### config.mk
export PLATFORM = sky130hd
export DESIGN_NAME = imem_fetch_unit
export DESIGN_NICKNAME = d
export VERILOG_FILES = /design/src/rtl/imem_fetch_unit.sv
export SDC_FILE = /design/constraint.sdc
export NUM_CORES = 2
export LEC_CHECK = 0
export CAP_MARGIN = 10
export CORE_AREA = 2 2 410 412
export CTS_CLUSTER_DIAMETER = 40
export CTS_CLUSTER_SIZE = 12
export DETAILED_ROUTE_END_ITERATION = 10
export DIE_AREA = 0 0 412 414
export PLACE_DENSITY = 0.73
export SLEW_MARGIN = 5
export SYNTH_ARGS = -nofsm -noshare
export SYNTH_HDL_FRONTEND = slang
export SYNTH_SLANG_ARGS = --single-unit
### constraint.sdc
create_clock -name clk_i -period 3.6 [get_ports clk_i]
set_clock_uncertainty 0.1 [all_clocks]
set_input_delay 0.72 -clock clk_i [delete_from_list [all_inputs] [get_ports clk_i]]
set_output_delay 0.72 -clock clk_i [all_outputs]
set_load 0.05 [all_outputs]
### src/rtl/imem_fetch_unit.sv
// -----------------------------------------------------------------------------
// imem_fetch_unit
//   Clocked instruction memory with a request/response fetch port and a
//   run-time program-load port. It sits between the PC/IF stage and the
//   instruction register. Reads take 1+WAIT_STATES cycles. Alignment and range
//   faults are reported with the response. A program write that lands on the
//   capture edge is bypassed into the response.
//
// Ports
//   clk_i          rising-edge clock
//   rst_ni         asynchronous active-low reset
//   fetch_req_i    fetch request, sampled only while fetch_ready_o=1
//   fetch_addr_i   byte address of the instruction (PC)
//   fetch_ready_o  a request can be accepted this cycle
//   fetch_valid_o  one-cycle pulse: fetch_instr_o / fetch_fault_o are valid
//   fetch_instr_o  fetched instruction, held until the next response
//   fetch_fault_o  00 ok, 01 misaligned, 10 out of range
//   prog_we_i      program-load write strobe
//   prog_addr_i    byte address of the write
//   prog_data_i    write data
//   prog_err_o     one-cycle pulse: previous write was dropped
// -----------------------------------------------------------------------------
module imem_fetch_unit #(
  parameter int    DATA_WIDTH  = 32,
  parameter int    DEPTH       = 64,
  parameter int    ADDR_WIDTH  = 32,
  parameter int    WAIT_STATES = 0,
  parameter string INIT_FILE   = ""
) (
  input  logic                  clk_i,
  input  logic                  rst_ni,
  input  logic                  fetch_req_i,
  input  logic [ADDR_WIDTH-1:0] fetch_addr_i,
  output logic                  fetch_ready_o,
  output logic                  fetch_valid_o,
  output logic [DATA_WIDTH-1:0] fetch_instr_o,
  output logic [1:0]            fetch_fault_o,
  input  logic                  prog_we_i,
  input  logic [ADDR_WIDTH-1:0] prog_addr_i,
  input  logic [DATA_WIDTH-1:0] prog_data_i,
  output logic                  prog_err_o
);

  localparam int                    IDX_W   = $clog2(DEPTH);
  localparam logic [3:0]            WS      = 4'(WAIT_STATES);
  localparam logic [ADDR_WIDTH-1:0] DEPTH_A = ADDR_WIDTH'(DEPTH);
  localparam logic [1:0]            F_OK    = 2'b00;
  localparam logic [1:0]            F_MIS   = 2'b01;
  localparam logic [1:0]            F_OOR   = 2'b10;

  typedef enum logic [1:0] {S_IDLE, S_WAIT, S_RESP} state_e;

  // Misalignment wins over out-of-range.
  function automatic logic [1:0] addr_fault(input logic [ADDR_WIDTH-1:0] a);
    if (a[1:0] != 2'b00) return F_MIS;
    if ((a >> 2) >= DEPTH_A) return F_OOR;
    return F_OK;
  endfunction

  function automatic logic [IDX_W-1:0] word_idx(input logic [ADDR_WIDTH-1:0] a);
    return a[IDX_W+1:2];
  endfunction

  logic [DATA_WIDTH-1:0] mem [DEPTH];

  // Power-up contents only; reset never touches the array.
  initial begin
    for (int i = 0; i < DEPTH; i++) mem[i] = '0;
  end

  state_e                state_q, state_d;
  logic [3:0]            cnt_q, cnt_d;
  logic [IDX_W-1:0]      idx_q, idx_d;
  logic [1:0]            pfault_q, pfault_d;
  logic [DATA_WIDTH-1:0] instr_q, instr_d;
  logic [1:0]            fault_q, fault_d;
  logic                  perr_q, perr_d;

  logic                  accept;
  logic                  prog_ok;

  assign accept  = fetch_req_i && (state_q != S_WAIT);
  assign prog_ok = prog_we_i && (addr_fault(prog_addr_i) == F_OK);
  assign perr_d  = prog_we_i && (addr_fault(prog_addr_i) != F_OK);

  always_comb begin
    state_d  = state_q;
    cnt_d    = cnt_q;
    idx_d    = idx_q;
    pfault_d = pfault_q;
    case (state_q)
      S_WAIT: begin
        cnt_d = cnt_q - 4'd1;
        if (cnt_q == 4'd1) state_d = S_RESP;
      end
      default: begin
        // IDLE and RESP accept identically, so back-to-back fetches have no bubble.
        state_d = S_IDLE;
        if (accept) begin
          idx_d    = word_idx(fetch_addr_i);
          pfault_d = addr_fault(fetch_addr_i);
          cnt_d    = WS;
          state_d  = (WS != 4'd0) ? S_WAIT : S_RESP;
        end
      end
    endcase
  end

  // idx_d/pfault_d always name the request being answered whenever the next
  // state is RESP, whether it came straight from acceptance or out of WAIT.
  always_comb begin
    instr_d = instr_q;
    fault_d = fault_q;
    if (state_d == S_RESP) begin
      fault_d = pfault_d;
      if (pfault_d != F_OK)
        instr_d = '0;
      else if (prog_ok && (word_idx(prog_addr_i) == idx_d))
        instr_d = prog_data_i;
      else
        instr_d = mem[idx_d];
    end
  end

  always_ff @(posedge clk_i or negedge rst_ni) begin
    if (!rst_ni) begin
      state_q  <= S_IDLE;
      cnt_q    <= '0;
      idx_q    <= '0;
      pfault_q <= F_OK;
      instr_q  <= '0;
      fault_q  <= F_OK;
      perr_q   <= 1'b0;
    end else begin
      state_q  <= state_d;
      cnt_q    <= cnt_d;
      idx_q    <= idx_d;
      pfault_q <= pfault_d;
      instr_q  <= instr_d;
      fault_q  <= fault_d;
      perr_q   <= perr_d;
    end
  end

  always_ff @(posedge clk_i) begin
    if (prog_ok) mem[word_idx(prog_addr_i)] <= prog_data_i;
  end

  assign fetch_ready_o = (state_q != S_WAIT);
  assign fetch_valid_o = (state_q == S_RESP);
  assign fetch_instr_o = instr_q;
  assign fetch_fault_o = fault_q;
  assign prog_err_o    = perr_q;

endmodule
# --- After elaboration in Yosys (flattened, before gate mapping) ---
# Memory sizes are Yosys's and may differ from the RTL's.
# Cells that the tools add are included.
op_classes:
  add_sub_neg: 1
  n_lt_le_gt_ge: 2
  n_eq_ne: 6
  mux: 31
  n_reduce_logical: 10
op_table:
  columns: ["cell", "n"]
  rows:
  - ["32-bit 2-to-1 mux", 2]
  - ["30-bit by 7-bit >= comparator with 1-bit output (second input constant)", 2]
  - ["2-bit 2-to-1 mux", 13]
  - ["1-bit 2-to-1 mux", 12]
  - ["6-bit 2-to-1 mux", 2]
  - ["2-bit nonzero test", 5]
  - ["4-bit 2-to-1 mux", 2]
  - ["6-bit == test", 1]
  - ["2-bit == test (second input constant)", 2]
  - ["4-bit by 1-bit == test with 1-bit output (second input constant)", 1]
  - ["1-bit logical AND", 4]
  - ["4-bit by 1-bit subtractor with 4-bit output (second input constant)", 1]
  - ["2-bit by 1-bit == test with 1-bit output (second input constant)", 1]
  - ["2-bit zero test", 1]
  - ["2-bit by 1-bit != test with 1-bit output (second input constant)", 1]
word_totals:
  regBits: 49
  mem_bits_rw: 2048
  out_inout_bits: 37
  mem_count: 1
memory_table:
  columns: ["memory", "depth", "word_bits", "read_ports", "rd_clocked_by_memory_dff", "write_ports", "line", "rtl"]
  rows:
  - ["mem", 64, 32, 1, 0, 1, "64", "logic [DATA_WIDTH-1:0] mem [DEPTH];"]

# --- Depth between registers and ports, before layout ---
depth:
  word_depth: 13
  mapped_depth: 17
  mapped_depth_nobuf: 11

# --- Worst setup path after synthesis ---
# OpenSTA, ideal clock, no wires.
synth_path:
  kind: "input to register"
  startpoint: "in prog_addr_i[1]"
  endpoint: "mem mem[30][0], enable pin"
  setup_ps: 421
  arrival_ps: 3127
  path_slack_ps: -48
  stages: 7
  path_buffers: 0
  path_cell_list: "nor4_1 > nand4_1 > nor2_1 > nand2_1 > nor2_1 > nand3_1 > nor2_1"
synth_between:
  elab_chain_cells: 7
synth_rtl:
  columns: ["item", "line", "rtl"]
  rows:
  - ["start, declared", "39", "input logic [ADDR_WIDTH-1:0] prog_addr_i,"]
  - ["2-bit nonzero test", "55", "if (a[1:0] != 2'b00) return F_MIS;"]
  - ["1-bit 2-to-1 mux", "55", null]
  - ["2-bit 2-to-1 mux", "56", "if ((a >> 2) >= DEPTH_A) return F_OOR;"]
  - ["2-bit zero test", "83", "assign prog_ok = prog_we_i && (addr_fault(prog_addr_i) == F_OK);"]
  - ["1-bit logical AND", "83", null]
  - ["1-bit 2-to-1 mux", "146", "if (prog_ok) mem[word_idx(prog_addr_i)] <= prog_data_i;"]
  - ["1-bit 2-to-1 mux (not written as such)", "146", null]
  - ["end, declared", "64", null]
# Every way passes these cells.

# --- Worst setup path in the final report ---
layout_path:
  startpoint: "reg state_q[1]"
  endpoint: "reg instr_q[3], in the netlist fetch_instr_o[3]"
layout_between:
  elab_chain_cells: 8
layout_rtl:
  columns: ["item", "line", "rtl"]
  rows:
  - ["start, declared", "71", "state_e state_q, state_d;"]
  - ["start signal, assigned", "135", "state_q <= state_d;"]
  - ["branches (longest 8 deep; another with memory 64 x 32 bit)", null, null]
  - ["end signal, assigned", "139", "instr_q <= instr_d;"]
  - ["end, declared", "75", "logic [DATA_WIDTH-1:0] instr_q, instr_d;"]
# Parallel ways; which one is timed is not known.
# A chain may end at the register's enable or synchronous reset.

==> impl_metrics.json <==
{
  "start_util": 0.497,
  "synth_cells": 5635,
  "tightest_slew_ns": 1.27,
  "cp_data_arrival_time_ns": 4.17,
  "power_mw": 55.7,
  "hold_violations": 0,
  "endpoint_kind": "register",
  "cts_buffers": 234,
  "path_common_cell": "buf_4",
  "syn_area_sq_mm": 0.0827,
  "cpPeakStageDelay_ns": 0.55,
  "final_common_cell": "edfxtp_1",
  "cp-start-kind": "register",
  "slew_violations": 0,
  "dp_hpwl_um": 170000,
  "fmaxAchievable_mhz": 284,
  "synth_seq_area_share": 0.759,
  "grt_max_degree": 66,
  "power_leakage_nw": 34.5,
  "post_cts_buffers": 0,
  "worstPathRequired_ns": 4.25,
  "first_iter_violations": 9175,
  "synth_cell_type_count": 75,
  "cts-root-buf": "clkbuf_16",
  "grt_overflow": 0,
  "ys_ff_latch": 2097,
  "clock_path_buffers": 3,
  "outcome": "complete, no violations",
  "clock_latency_ns": 0.88,
  "ir_worst_vdd_mv": 0.563,
  "rsz0062_at_grt": "no",
  "synth_fp_nets": 5737,
  "ios": 137,
  "area_growth_pct": 21.8,
  "path_cells": "nor2b_4 -> buf_4 -> o21ai_2 -> buf_4 -> a22oi_2 -> buf_4 -> nand2_1 -> o32ai_1 -> a2111oi_0 -> buf_4 -> nand3_1 -> o21ai_0 -> o41ai_1",
  "dp_cells": 8301,
  "grt_usage": 0.313,
  "syn-mean-instance-area_sq_um": 14.7,
  "final_nets": 6437,
  "worst-setup-path-type": "reg -> reg",
  "yosysWarnings": 0,
  "fin_cells": 8726,
  "wl_per_cell_um": 31.0,
  "firstDrtPassIters": 6,
  "async_flop_share": 0.0234,
  "fin_setup_tns_ns": 0,
  "dieArea_sq_mm": 0.171,
  "cts.sinks": 2097,
  "viasPerCell": 6.46,
  "synth_edf_count": 2048,
  "min_period_ns": 3.52,
  "powerDensity_mw_per_mm2": 553,
  "die_h_um": 414,
  "grt_pass1_vias": 55300,
  "design_area_sq_mm": 0.101,
  "crit_fanout": 10,
  "drc_errors": 0,
  "cts_tree": "yes",
  "fp.dieW_um": 412,
  "hold_path_class": "in -> reg",
  "grt_pass1_wl_um": 383000,
  "dpl_cell_area_sq_mm": 0.0930,
  "timing.final.crit_share": 0.978,
  "antenna_left": 0,
  "cp_slowest_cell": "a22oi_2",
  "slew_headroom": 0.150,
  "final_layout_size_suffix_gt1_frac": 0.197,
  "cts_max_level": 4,
  "clk_pin_slew_ns": 0.06,
  "synth-main-ff-cell": "edfxtp_1",
  "nFillCells": 11700,
  "portBuffers": 136,
  "vias": 56300,
  "maxCapViolations": 0,
  "antenna_found_initial": 14,
  "setup_viol": 0,
  "rows": 150,
  "routed_wl_um": 270000,
  "final_util": 0.606,
  "final_cell_mix": "edfxtp_1 (2048), nand2_1 (1369), buf_4 (511), nand3_1 (460), clkbuf_16 (236)",
  "core_area_sq_mm": 0.166,
  "place.gp.congestion": 0.933
}
kinds of logic (layout without fill, tap and decap cells):
logic type,after synthesis,after routing,share of synthesized area
AND/OR/NAND/NOR,2239,2239,0.118
flip-flops,2097,2097,0.759
AO/OA/AOI/OAI,730,730,0.0635
buffers and inverters,388,1273,0.0235
multiplexers,169,169,0.0351
XOR/XNOR,10,10,0.00106
adder cells (fa/ha/maj),2,2,0.000303
other,0,2,0
power by group:
group	internal [mW]	total, mW	switching, mW
Clock	13.9	23.6	9.74
Sequential	26.8	26.9	0.0787
Combinational	1.84	5.24	3.40
worst paths after layout:
| check | endpoint | start | cells past startpoint | slack (ns) |
|---|---|---|---|---|
| setup reg to reg | fetch_instr_o[3]$_DFFE_PN0N_ | state_q[1]$_DFF_PN0_ | 13 | 0.08 |
| hold / removal | mem[53][9]$_DFFE_PP_ | prog_data_i[9] | 1 | 0.28 |
| setup / recovery | fetch_instr_o[3]$_DFFE_PN0N_ | state_q[1]$_DFF_PN0_ | 13 | 0.08 |
| hold reg to reg | fetch_fault_o[0]$_DFFE_PN0N_ | fetch_fault_o[0]$_DFFE_PN0N_ | 2 | 0.42 |
| min in group asynchronous | fetch_instr_o[6]$_DFFE_PN0N_ | rst_ni | 2 | 0.51 |
| max in group asynchronous | fetch_instr_o[25]$_DFFE_PN0N_ | rst_ni | 3 | 2.17 |
Yosys cell counts, types with 8 or more instances:
library cell	n	area, sq um
o22ai_1	14	87.6
mux2i_1	72	721
a21oi_1	96	480
inv_1	8	30.0
nor3_1	18	90.1
nand2_1	1369	5140
a32oi_1	33	289
buf_6	13	146
o21ai_1	13	65.1
nor4_1	23	144
a22oi_1	52	390
o2111ai_1	11	96.3
nor2_1	114	428
o221ai_1	8	70.1
nand4_1	35	219
buf_1	17	63.8
a31oi_1	136	851
clkbuf_1	136	510
buf_4	43	323
edfxtp_1	2048	61500
a211oi_1	138	1040
dfrtp_1	49	1230
o21ai_0	39	195
a2111oi_0	15	131
nand3_1	461	2310
buf_2	165	826
and3_1	184	1150
mux4_2	97	2180
a311oi_1	110	963
state kept, by name, indices dropped and copies added (netlist names):
| register | cells |
|---|---|
| prog_err_o | 1 |
| fetch_instr_o | 32 |
| fetch_fault_o | 2 |
| pfault_q | 2 |
| idx_q | 6 |
| mem | 2048 |
| state_q | 2 |
| cnt_q | 4 |
metrics by stage:
step           worst slack [ns]  hold WS [ns]
6_report                 0.0806         0.276
5_1_grt                  0.0122         0.255
4_1_cts                  0.0481         0.234
3_5_place_dp             -0.853         0.416
3_3_place_gp             -0.832         0.375
2_1_floorplan           -0.0480         0.324
routing by layer:
| metal | GRT usage | vias up | part of all wire |
|---|---|---|---|
| li1 | - | 23000 | - |
| met1 | 0.407 | 27700 | 0.34 |
| met2 | 0.478 | 4547 | 0.45 |
| met3 | 0.0803 | 1037 | 0.14 |
| met4 | 0.183 | 14 | 0.071 |
| met5 | 0 | - | 0.00031 |
what timing repair did:
item / in CTS / in global routing
setup endpoints to repair: 3 / 8
gates resized for setup: 4 / 8
hold buffers: 1 / 0
hold endpoints to repair: 42 / 0
worst max-delay path, delay by kind of cell (launching register included):
kind | cells | cell delay [ns]
compound gates | 6 | 1.48
flops | 1 | 0.41
simple gates | 3 | 0.40
buf+inv | 4 | 1.02
cell type report:
type / instances / area, sq um / share of cell area
Timing Repair Buffer: 839 / 8890 / 0.0882
Sequential cell: 2097 / 62700 / 0.623
Tap cell: 2204 / 2760 / 0.0274
Clock buffer: 311 / 6310 / 0.0626
Inverter: 13 / 96.3 / 0.000956
Multi-Input combinational cell: 3150 / 18600 / 0.185
Antenna cell: 2 / 5.00 / 0.0000497
Clock inverter: 110 / 1350 / 0.0134
Note: power is estimated with default switching activity, not from simulation.
